### src/rtl/gray_step_counter.sv
// Up/down binary counter with a registered Gray copy, wrap/limit flags and a sticky
// single-bit-change checker on successive Gray codes. Latency 1 clock; no backpressure.
module gray_step_counter #(
  parameter int WIDTH = 4,
  parameter bit WRAP  = 1'b1
) (
  input  logic             clk,
  input  logic             rst,
  input  logic             en,
  input  logic             up,
  input  logic             load,
  input  logic [WIDTH-1:0] load_bin,
  output logic [WIDTH-1:0] bin_out,
  output logic [WIDTH-1:0] gray_out,
  output logic             tc,
  output logic             at_limit,
  output logic             step_err
);

  localparam logic [WIDTH-1:0] MAX_VAL = '1;

  logic [WIDTH-1:0] bin_q, bin_d;
  logic [WIDTH-1:0] gray_q, gray_d;
  logic [WIDTH-1:0] gray_prev_q, gray_prev_d;
  logic             tc_q, tc_d;
  logic             at_limit_q, at_limit_d;
  logic             stepped_q, stepped_d;
  logic             step_err_q, step_err_d;
  logic [WIDTH-1:0] gray_diff;
  logic             one_bit_change;

  always_comb begin
    bin_d      = bin_q;
    tc_d       = 1'b0;
    at_limit_d = 1'b0;
    stepped_d  = 1'b0;
    if (load) begin
      bin_d = load_bin;
    end else if (en) begin
      if (up) begin
        if (bin_q == MAX_VAL) begin
          if (WRAP) begin
            bin_d     = '0;
            tc_d      = 1'b1;
            stepped_d = 1'b1;
          end else begin
            // Saturated: flag only the first held cycle.
            tc_d       = ~at_limit_q;
            at_limit_d = 1'b1;
          end
        end else begin
          bin_d     = bin_q + 1'b1;
          stepped_d = 1'b1;
        end
      end else begin
        if (bin_q == '0) begin
          if (WRAP) begin
            bin_d     = MAX_VAL;
            tc_d      = 1'b1;
            stepped_d = 1'b1;
          end else begin
            tc_d       = ~at_limit_q;
            at_limit_d = 1'b1;
          end
        end else begin
          bin_d     = bin_q - 1'b1;
          stepped_d = 1'b1;
        end
      end
    end
    gray_d = bin_d ^ (bin_d >> 1);
  end

  // Checks the registered code against the one it replaced, one cycle after the step.
  always_comb begin
    gray_prev_d    = gray_q;
    gray_diff      = gray_q ^ gray_prev_q;
    one_bit_change = (gray_diff != '0) && ((gray_diff & (gray_diff - 1'b1)) == '0);
    step_err_d     = step_err_q | (stepped_q & ~one_bit_change);
  end

  always_ff @(posedge clk) begin
    if (rst) begin
      bin_q       <= '0;
      gray_q      <= '0;
      gray_prev_q <= '0;
      tc_q        <= 1'b0;
      at_limit_q  <= 1'b0;
      stepped_q   <= 1'b0;
      step_err_q  <= 1'b0;
    end else begin
      bin_q       <= bin_d;
      gray_q      <= gray_d;
      gray_prev_q <= gray_prev_d;
      tc_q        <= tc_d;
      at_limit_q  <= at_limit_d;
      stepped_q   <= stepped_d;
      step_err_q  <= step_err_d;
    end
  end

  assign bin_out  = bin_q;
  assign gray_out = gray_q;
  assign tc       = tc_q;
  assign at_limit = at_limit_q;
  assign step_err = step_err_q;

endmodule
### config.mk
export PLATFORM = sky130hd
export DESIGN_NAME = gray_step_counter
export DESIGN_NICKNAME = d
export VERILOG_FILES = /design/src/rtl/gray_step_counter.sv
export SDC_FILE = /design/constraint.sdc
export NUM_CORES = 1
export LEC_CHECK = 0
export CORE_AREA = 2 2 45 47
export CTS_BUF_LIST = sky130_fd_sc_hd__clkbuf_8
export DETAILED_ROUTE_END_ITERATION = 12
export DIE_AREA = 0 0 47 49
export GPL_ROUTABILITY_DRIVEN = 0
export PLACE_DENSITY_LB_ADDON = 0.05
export SLEW_MARGIN = 25
export SYNTH_ARGS = -nofsm -noshare
export SYNTH_HDL_FRONTEND = slang
export SYNTH_SLANG_ARGS = --single-unit
### constraint.sdc
create_clock -name clk -period 1.7 [get_ports clk]
set_input_delay 0.51 -clock clk [delete_from_list [all_inputs] [get_ports clk]]
set_output_delay 0.51 -clock clk [all_outputs]
set_load 0.01 [all_outputs]
==> results.md, run 1 <==
- IO Count: 20
- First-pass GRT wire length: 2477 µm
- Clock buffer depth: 2
- Period utilisation layout: 98.10%
- FF+latch count, synth: 14
- Most used DFF post-synth: dfxtp_1
- Filler cells: 179
- Synth top area share: 37.09%
- Placed cell area: 1031 µm²
- CP required: roughly 1.8 ns
- Worst-Skew Late Latency: 0.24 ns
- Grt ovf: 0
- CP endpoint kind: flip-flop
- Ys async rst share: 0%
- Synth Net Count: 93
- Max Cap Viol: 0
- Die width: 47 µm
- Initial Utilization: 41.03%
- Nets: approximately 120
- Post-Layout Inst Area: between 1000 and 1500 µm²
- Vias: roughly 670
- CP startpoint kind: input port
- Cell types occupying the most area after synthesis: dfxtp_1 37%, xnor2_1 8.1%, nor2_1 5.0%, nor2b_1 4.1%, mux2_4 4.0%
- Reg2Reg Setup Slack: roughly 0.04 ns
- H-tree Lvls: 1
- Pin count of the biggest net entering global routing: 13
- Synth cell types: 34
- Combinational family with the most area after synthesis: simple AND/OR/NAND/NOR gates
- Switching Power: 0.2529 mW
- Post-Synthesis Cells: 82
- Reg power frac: 39.0%
- Static leakage: approximately 0.5 nW
- Mux cell area share after synthesis: 6.623%
- Highest clock rate: 599.6 MHz
- Initial antenna violation count: 0
- Area Growth Syn to Fin: 51.16%
- Power density cells: 856.4 nW/µm²
- Max IR drop VDD: 0.3861 mV
- Final ANT Viol Nets: 0
- Synth Area in Adders: 3.311%
- GRT Total Usage: 15.26%
- Yosys warns: 0
- Number of flops mapped to enable cells by yosys: 0
- RSZ-0062 raised after global routing: yes
- Hold crit path type: flip-flop to flip-flop
- Status: finished clean
- Logic pwr share: between 20% and 30%
- Final Hold Viols: 0
- Worst-path clk slew: around 0.06 ns
- Pint: 0.7254 mW
- Total CTS buffers: 3
- Worst EP arrival: 1.80 ns
- Mapped cell area: 755.7 µm²
- ANT cells: 0
- Clock share of power: 31.9%
- Die Area: approximately 2300 µm²
- Synth Area in Compound Gates: 16.56%
- Final slew viol count: 0
- Layout Utilization: around 62%
- Synth area leader: dfxtp_1
- Clock skew: 0.002870 ns
- Crit path kind: input port to flip-flop
- Vias per Instance: about 5
- Chip height: about 49 µm
- Switch share: 25.85%
- PortBufs: 18
- DR pass1 iterations: 2
- Worst Path Max Fanout: 3
- Syn_area_per_cell: about 9.2 µm²
- Clock Sinks: 14
- DRC violations left: 0
- DR WL/cell: about 11 µm
- Vias in the first global route: 599
- Std-Cell Rows: 16
- # setup viols final: 0
- Seq/Total Area, Yosys: between 30% and 40%
- Root Buffer: clkbuf_8
- Share of layout cells above drive strength 1: approximately a third
- Post-Synth Simple-Gate Area: 17.88%
- Initial DRC Count: 6
- Final HPWL DP: 1180 µm
- Total Wirelength: between 1500 and 2000 µm
- Final Critical Period: 1.668 ns
- Post-Synth XOR/XNOR Area: approximately a tenth
- CTS tree: built
- Core ar.: 1842 µm²
==> cells in the final DEF (no fill, tap or decap), drive strengths merged, types with 2 or more instances in the layout <==
master          n
nand3           2
nor2           10
nor3            2
inv             3
mux2            2
nor2b           5
dlygate4sd2     4
clkdlybuf4s50  11
o21ai           2
mux2i           2
nand2           4
a211oi          2
a21oi           2
dlymetal6s2s    2
dfxtp          14
clkbuf          4
ha              2
buf            13
xor2            2
xnor2           7
==> state kept, by name (all words and copies together), names as in the netlist <==
name	cells
bin_out	4
gray_prev_q	4
gray_out	3
step_err	1
stepped_q	1
tc	1
==> cell families (layout without fill, tap and decap cells) <==
family / count (synthesis) / count (layout)
AO/OA/AOI/OAI: 16 / 16
XOR/XNOR: 9 / 9
adder cells (fa/ha/maj): 2 / 2
buffers and inverters: 9 / 38
flip-flops: 14 / 14
multiplexers: 4 / 4
other: 1 / 1
AND/OR/NAND/NOR: 27 / 27
==> layout make-up <==
type | instances | area [µm²] | area share, %
well taps | 27 | 33.78 | 2.957
multi-input cells | 59 | 474.2 | 41.51
repair buffers | 31 | 277.8 | 24.32
inverters | 3 | 11.26 | 0.9858
flip-flops and latches | 14 | 290.3 | 25.41
clock buffers | 4 | 55.05 | 4.819
==> worst max-delay path, stage by stage <==
cell and delay [ns]:
clkdlybuf4s50_1 0.47, or2b_4 0.29, o31ai_4 0.21, mux2_4 0.32
==> metal layers <==
layer / wire length [µm] / vias to the layer above / GRT usage, %
li1: - / 337 / -
met1: 663 / 321 / 16.25
met2: 833 / 13 / 26.26
met3: 48 / 2 / 2.222
met4: 22 / 0 / 9.722
met5: 0 / - / 0
==> final timing paths <==
check,from,to,depth (start not counted)
hold reg to reg,step_err,step_err,1
setup / recovery,en,gray_out[2],4
hold / removal,step_err,step_err,1
setup reg to reg,bin_out[0],gray_out[2],6
==> per-stage QoR <==
step,TNS (ns),instances,worst slack [ns],power (mW),hold WS (ns)
3_5_place_dp,-2.497,134,-0.4935,0.6600,0.4675
5_1_grt,-0.002573,138,-0.002573,1.040,0.4947
6_report,0,138,0.03224,0.9783,0.4792
3_3_place_gp,-2.391,134,-0.4760,0.6545,0.4644
2_1_floorplan,0,82,0.009808,0.5478,0.5163
4_1_cts,-0.01197,138,-0.01197,0.9823,0.4811
==> cell usage after synthesis, drive strengths merged (2+ instances only) <==
library cell  instances
nand3                 2
o21ai                 2
a21oi                 2
nor2b                 5
nor3                  2
a211oi                2
inv                   3
xor2                  2
mux2                  2
nor2                 10
nand2                 4
xnor2                 7
buf                   5
mux2i                 2
dfxtp                14
ha                    2
==> power groups by stage <==
stage	clock network (mW)	logic, mW	registers (mW)
2_1_floorplan	0	0.152	0.395
4_1_cts	0.326	0.275	0.381
5_1_grt	0.340	0.314	0.385
3_3_place_gp	0	0.267	0.387
6_report	0.312	0.285	0.381
3_5_place_dp	0	0.272	0.388
==> what timing repair did <==
action | in CTS | in global routing
gates resized for setup | 11 | 12
endpoints found under the setup margin | 10 | 5
hold buffers | 0 | 0
setup buffers | 0 | 0
pin swaps | 1 | 3
Power figures use the tool's default switching activity.
==> inputs of run 2 (changes only) <==
--- a/config.mk
+++ b/config.mk
@@ -5,10 +5,13 @@
 export SDC_FILE = /design/constraint.sdc
 export NUM_CORES = 1
 export LEC_CHECK = 0
-export CORE_AREA = 2 2 45 47
+export CELL_PAD_IN_SITES_DETAIL_PLACEMENT = 0
+export CELL_PAD_IN_SITES_GLOBAL_PLACEMENT = 1
+export CORE_AREA = 2 2 44 62
 export CTS_BUF_LIST = sky130_fd_sc_hd__clkbuf_8
+export CTS_CLUSTER_SIZE = 24
 export DETAILED_ROUTE_END_ITERATION = 12
-export DIE_AREA = 0 0 47 49
+export DIE_AREA = 0 0 46 64
 export GPL_ROUTABILITY_DRIVEN = 0
 export PLACE_DENSITY_LB_ADDON = 0.05
 export SLEW_MARGIN = 25
==> run 2 against run 1 <==
Compared with the run above:
- worst setup slack improved by 0.0055 ns
- first-iteration DRC count down 17%
- sequential cell count is the same
- final cell count fell by 2.2%
- total power up 1.2%
- worst hold slack lost 0.0035 ns
- fmax increased by 0.33%
- highest routed layer unchanged
==> results.md, run 2 (synthesis gave the netlist of run 1 again) <==
- Root Buffer: clkbuf_8
- Vias per Instance: 4.896
- Final HPWL DP: 1293 µm
- Total CTS buffers: 3
- DRC violations left: 0
- Initial Utilization: 31.96%
- Die Area: 2944 µm²
- Crit path kind: flip-flop to output port
- Clock buffer depth: 2
- Die width: 46 µm
- Final slew viol count: 0
- Worst path buffer plus inverter count: 1
- CP peak stage delay: 0.55 ns
- Worst-Skew Late Latency: 0.25 ns
- CP endpoint kind: output port
- WHS: roughly 0.48 ns
- Commonest cells after routing, fill and taps aside: 13 x buf_4, 12 x clkdlybuf4s50_1, 10 x nor2_1, 10 x dfxtp_1, 7 x xnor2_1
- Highest clock rate: ~600 MHz
- Total Wirelength: 1591 µm
- PortBufs: 18
- Slowest cell on crit path: clkdlybuf4s50_1
- Static leakage: roughly 0.5 nW
- Initial antenna violation count: 0
- Worst EP arrival: 1.15 ns
- IO Count: 20
- Chip height: 64 µm
- Period utilisation layout: 97.78%
- Std-Cell Rows: 21
- Worst r2r src: bin_out[0]
- Worst Path Max Fanout: 3
- DR pass1 iterations: 4
- DR WL/cell: 11.79 µm
- Filler cells: 252
- Share of layout cells above drive strength 1: about 36%
- GRT Total Usage: 12.50%
- Critical-path cell list: clkdlybuf4s50_1
- Power density cells: ~860 nW/µm²
- Commonest non-fill, non-tap cell in the layout: buf_4
- Final Hold Viols: 0
- Initial DRC Count: 5
- Core ar.: 2365 µm²
- Nets: 124
- Hold Crit Start: step_err
- CP startpoint kind: flip-flop
- # setup viols final: 0
- Pin count of the biggest net entering global routing: 9
- Grt ovf: 0
- Vias: 661
- Final ANT Viol Nets: 0
- Worst-path clk slew: ~0.05 ns
- Max IR drop VDD: 0.3073 mV
- CP required: 1.19 ns
- Hold buffers post-CTS: 0
- Clock Sinks: 14
- Max Cap Viol: 0
- Status: finished clean
- Critical path startpoint: gray_out[2]
- Setup TNS: 0 ns
- RSZ-0062 raised after global routing: yes
- ANT cells: 0
- Final Critical Period: 1.662 ns
- Clock skew: 0.0004513 ns
- CTS tree: built
- H-tree Lvls: 1
- Hold crit path type: flip-flop to flip-flop
- Area Growth Syn to Fin: 51.66%
- Largest delay contributor family on the critical path: buffers and inverters
- Vias in the first global route: ~600
- Layout Utilization: 48.47%
- First-pass GRT wire length: 2573 µm
==> run 2: layout make-up <==
cell class	count	area, µm²	share of cell area [%]
multi-input cells	59	476.7	41.59
well taps	23	28.78	2.511
flip-flops and latches	14	287.8	25.11
inverters	3	11.26	0.9825
clock buffers	4	55.05	4.803
repair buffers	32	286.5	25.00
==> run 2: what timing repair did <==
| item | in CTS | in global routing |
|---|---|---|
| pin swaps | 2 | 2 |
| gates resized for setup | 11 | 12 |
| setup endpoints to repair | 8 | 3 |
| setup buffers | 0 | 0 |
==> run 2: stage by stage <==
stage	power, mW	area, µm²	instances	worst slack [ns]
after global placement	0.6633	1033	131	-0.4546
after global routing	1.046	1146	135	-0.01198
final	0.9896	1146	135	0.03774
after detailed placement	0.6631	1033	131	-0.4917
after floorplan	0.5478	765.7	82	0.009808
after CTS	0.9983	1107	135	-0.003775
==> run 2: path summary, 6_finish.rpt <==
| path | endpoint | slack [ns] | depth (start not counted) |
|---|---|---|---|
| worst max-delay path | gray_out[2] | 0.04 | 1 |
| worst min-delay path | step_err | 0.48 | 1 |
| worst max register to register | gray_out[2] | 0.05 | 7 |
| worst min register to register | step_err | 0.48 | 1 |
==> run 2: per-layer routing <==
layer | part of all wire (%) | up-vias | wire length, µm | GRT usage [%]
li1 | - | 336 | - | -
met1 | 39 | 305 | 626 | 11.96
met2 | 54 | 15 | 854 | 21.88
met3 | 3.3 | 5 | 52 | 1.977
met4 | 3.6 | 0 | 58 | 9.643
met5 | 0 | - | 0 | 0
==> run 2: power by group <==
| group | internal [mW] | switching, mW | total (mW) |
|---|---|---|---|
| sequential | 0.358 | 0.0239 | 0.382 |
| combinational | 0.167 | 0.120 | 0.287 |
| clock | 0.205 | 0.115 | 0.320 |
| total | 0.730 | 0.259 | 0.990 |
==> inputs of run 3 (changes only) <==
==> config.mk (replaced) <==
export PLATFORM = sky130hd
export DESIGN_NAME = gray_step_counter
export DESIGN_NICKNAME = d
export VERILOG_FILES = /design/src/rtl/gray_step_counter.sv
export SDC_FILE = /design/constraint.sdc
export NUM_CORES = 1
export LEC_CHECK = 0
export CORE_AREA = 2 2 45 47
export CTS_BUF_LIST = sky130_fd_sc_hd__clkbuf_8
export CTS_CLUSTER_SIZE = 24
export DETAILED_ROUTE_END_ITERATION = 12
export DIE_AREA = 0 0 47 49
export GPL_ROUTABILITY_DRIVEN = 0
export PLACE_DENSITY_LB_ADDON = 0.05
export SETUP_SLACK_MARGIN = 0.15
export SLEW_MARGIN = 25
export SYNTH_ARGS = -nofsm -noshare
export SYNTH_HDL_FRONTEND = slang
export SYNTH_SLANG_ARGS = --single-unit
==> run 3 against run 2 <==
Compared with the run above:
- final cell count up 3.7%
- cell area up 1.3%
- critical endpoint is now gray_out[2]
- clock skew up 0.0060 ns
- worst setup slack better by 0.045 ns
- total power down 5.1%
- sequential share of layout area down 0.11 points
- die area down 22%
- core utilization up 15 points
- highest routed layer unchanged
- wire length up 0.38%
- sequential power about the same
- non-clock buffer count up 1
==> results.md, run 3 (synthesis gave the netlist of run 1 again) <==
- Total CTS buffers: 3
- ANT cells: 0
- Max Cap Viol: 0
- Initial Utilization: 41.03%
- CP required: 1.82 ns
- Std-Cell Rows: 16
- First-pass GRT wire length: roughly 2800 µm
- Root Buffer: clkbuf_8
- Share of layout cells above drive strength 1: a little over a third
- Core ar.: 1842 µm²
- Total Wirelength: between 1500 and 2000 µm
- Vias in the first global route: 672
- Grt ovf: 0
- Power density cells: 809.1 nW/µm²
- Worst-path clk slew: 0.06 ns
- Most used cell, CP: mux2_4
- Die Area: 2303 µm²
- Worst EP arrival: 1.74 ns
- CP peak stage delay: 0.38 ns
- Filler cells: 177
- Worst slack, placed: -0.4126 ns
- WHS: 0.4841 ns
- Hold Crit Start: step_err
- Pin count of the biggest net entering global routing: 9
- DR WL/cell: 11.41 µm
- # setup viols final: 0
- Final HPWL DP: 1185 µm
- Placed cell area: 1040 µm²
- Clock Sinks: 14
- M1 GR Usage: 18.68%
- IO Count: 20
- Chip height: 49 µm
- Layout Utilization: 63.04%
- Period utilisation layout: 95.15%
- CP endpoint kind: flip-flop
- PnR worst setup slack: 0.08243 ns
- Initial antenna violation count: 0
- Power, Total: 0.9395 mW
- CTS tree: built
- Post-Layout Inst Area: ~1200 µm²
- Commonest cells after routing, fill and taps aside: 12 x buf_4, 11 x dlygate4sd2_1, 10 x dfxtp_1
- Area Growth Syn to Fin: 53.64%
- GR Util met3: about 2.2%
- Crit path kind: flip-flop to flip-flop
- Die width: 47 µm
- Final slew viol count: 0
- Clock skew: around 0.0065 ns
- Highest clock rate: around 620 MHz
- Nets: 125
- Worst-Skew Late Latency: 0.24 ns
- Vias per Instance: 4.843
- Final ANT Viol Nets: 0
- H-tree Lvls: 1
- Hold crit path type: flip-flop to flip-flop
- Static leakage: 0.5033 nW
- Critical-path cell list: inv_4 > ha_4 > mux2_4 > a211o_1 > nand3_2 > nor2_1 > mux2_4
- DR pass1 iterations: 4
- RSZ-0062 raised after global routing: yes
- Initial DRC Count: 6
- DRC violations left: 0
- Grt met2 use: 28.54%
- Gr busiest metal: met2
- Worst r2r path cells: 7
- WHS Endpoint: step_err
- Worst r2r src: bin_out[0]
- Status: finished clean
- PortBufs: 18
- WHS Path Cells: 1
- Reg2Reg Setup Slack: slightly above 0.08 ns
- Slowest cell on crit path: dfxtp_4
- Final Hold Viols: 0
- Worst Path Max Fanout: 4
- Commonest non-fill, non-tap cell in the layout: buf_4
- Hold buffers post-CTS: 0
- Max IR drop VDD: 0.3637 mV
- Clock buffer depth: 2
- CP startpoint kind: flip-flop
- GRT Total Usage: 16.74%
- Vias: 678
- Final Critical Period: 1.618 ns
- Critical register-to-register path endpoint: gray_out[2]
-- run 3: how the worst max path moves through the flow --
| stage | startpoint | end | slack [ns] | depth (start not counted) |
|---|---|---|---|---|
| after global placement | up | gray_out[0] | -0.42 | 7 |
| after floorplan | up | gray_out[2] | 0.05 | 6 |
| after global routing | bin_out[0] | gray_out[2] | 0.04 | 6 |
| after CTS | bin_out[0] | gray_out[2] | 0.08 | 6 |
| final | bin_out[0] | gray_out[2] | 0.08 | 7 |
| after detailed placement | up | gray_out[2] | -0.41 | 6 |
-- run 3: worst max-delay path, delay by kind of cell, from the launching register on --
| kind | cells | cell delay [ns] |
|---|---|---|
| flops | 1 | 0.38 |
| fa+ha+maj | 1 | 0.15 |
| simple gates | 2 | 0.12 |
| mux | 2 | 0.52 |
| buf+inv | 1 | 0.04 |
| compound gates | 1 | 0.28 |
-- run 3: final cells by class --
cell class | instances | area, µm² | area share, %
inverter | 3 | 16.27 | 1.401
clock inverter | 1 | 3.754 | 0.3233
sequential | 14 | 290.3 | 25.00
timing repair buffer | 33 | 290.3 | 25.00
clock buffer | 3 | 41.29 | 3.556
tap | 27 | 33.78 | 2.909
multi-input combinational | 59 | 485.5 | 41.81
-- run 3: where the power goes --
part / total, mW / internal, mW / switching [mW]
Sequential: 0.385 / 0.358 / 0.0265
Clock: 0.263 / 0.159 / 0.104
Combinational: 0.292 / 0.165 / 0.127
Total: 0.939 / 0.682 / 0.258
-- run 3: timing repair --
| item | CTS | global route |
|---|---|---|
| setup endpoints to repair | 18 | 6 |
| resized for setup | 30 | 6 |
| pin swaps | 5 | 4 |
| buffers inserted | 1 | 1 |
| gates cloned | 0 | 0 |
-- run 3: routing by layer --
layer	up-vias	wire length, µm
met5	-	0
met4	0	39
met3	4	58
met2	21	816
met1	313	682
li1	340	-
-- run 3: metrics by stage --
stage / setup TNS (ns) / cells
6_report: 0 / 140
5_1_grt: 0 / 140
4_1_cts: 0 / 139
3_5_place_dp: -2.093 / 134
3_3_place_gp: -2.040 / 134
2_1_floorplan: 0 / 82
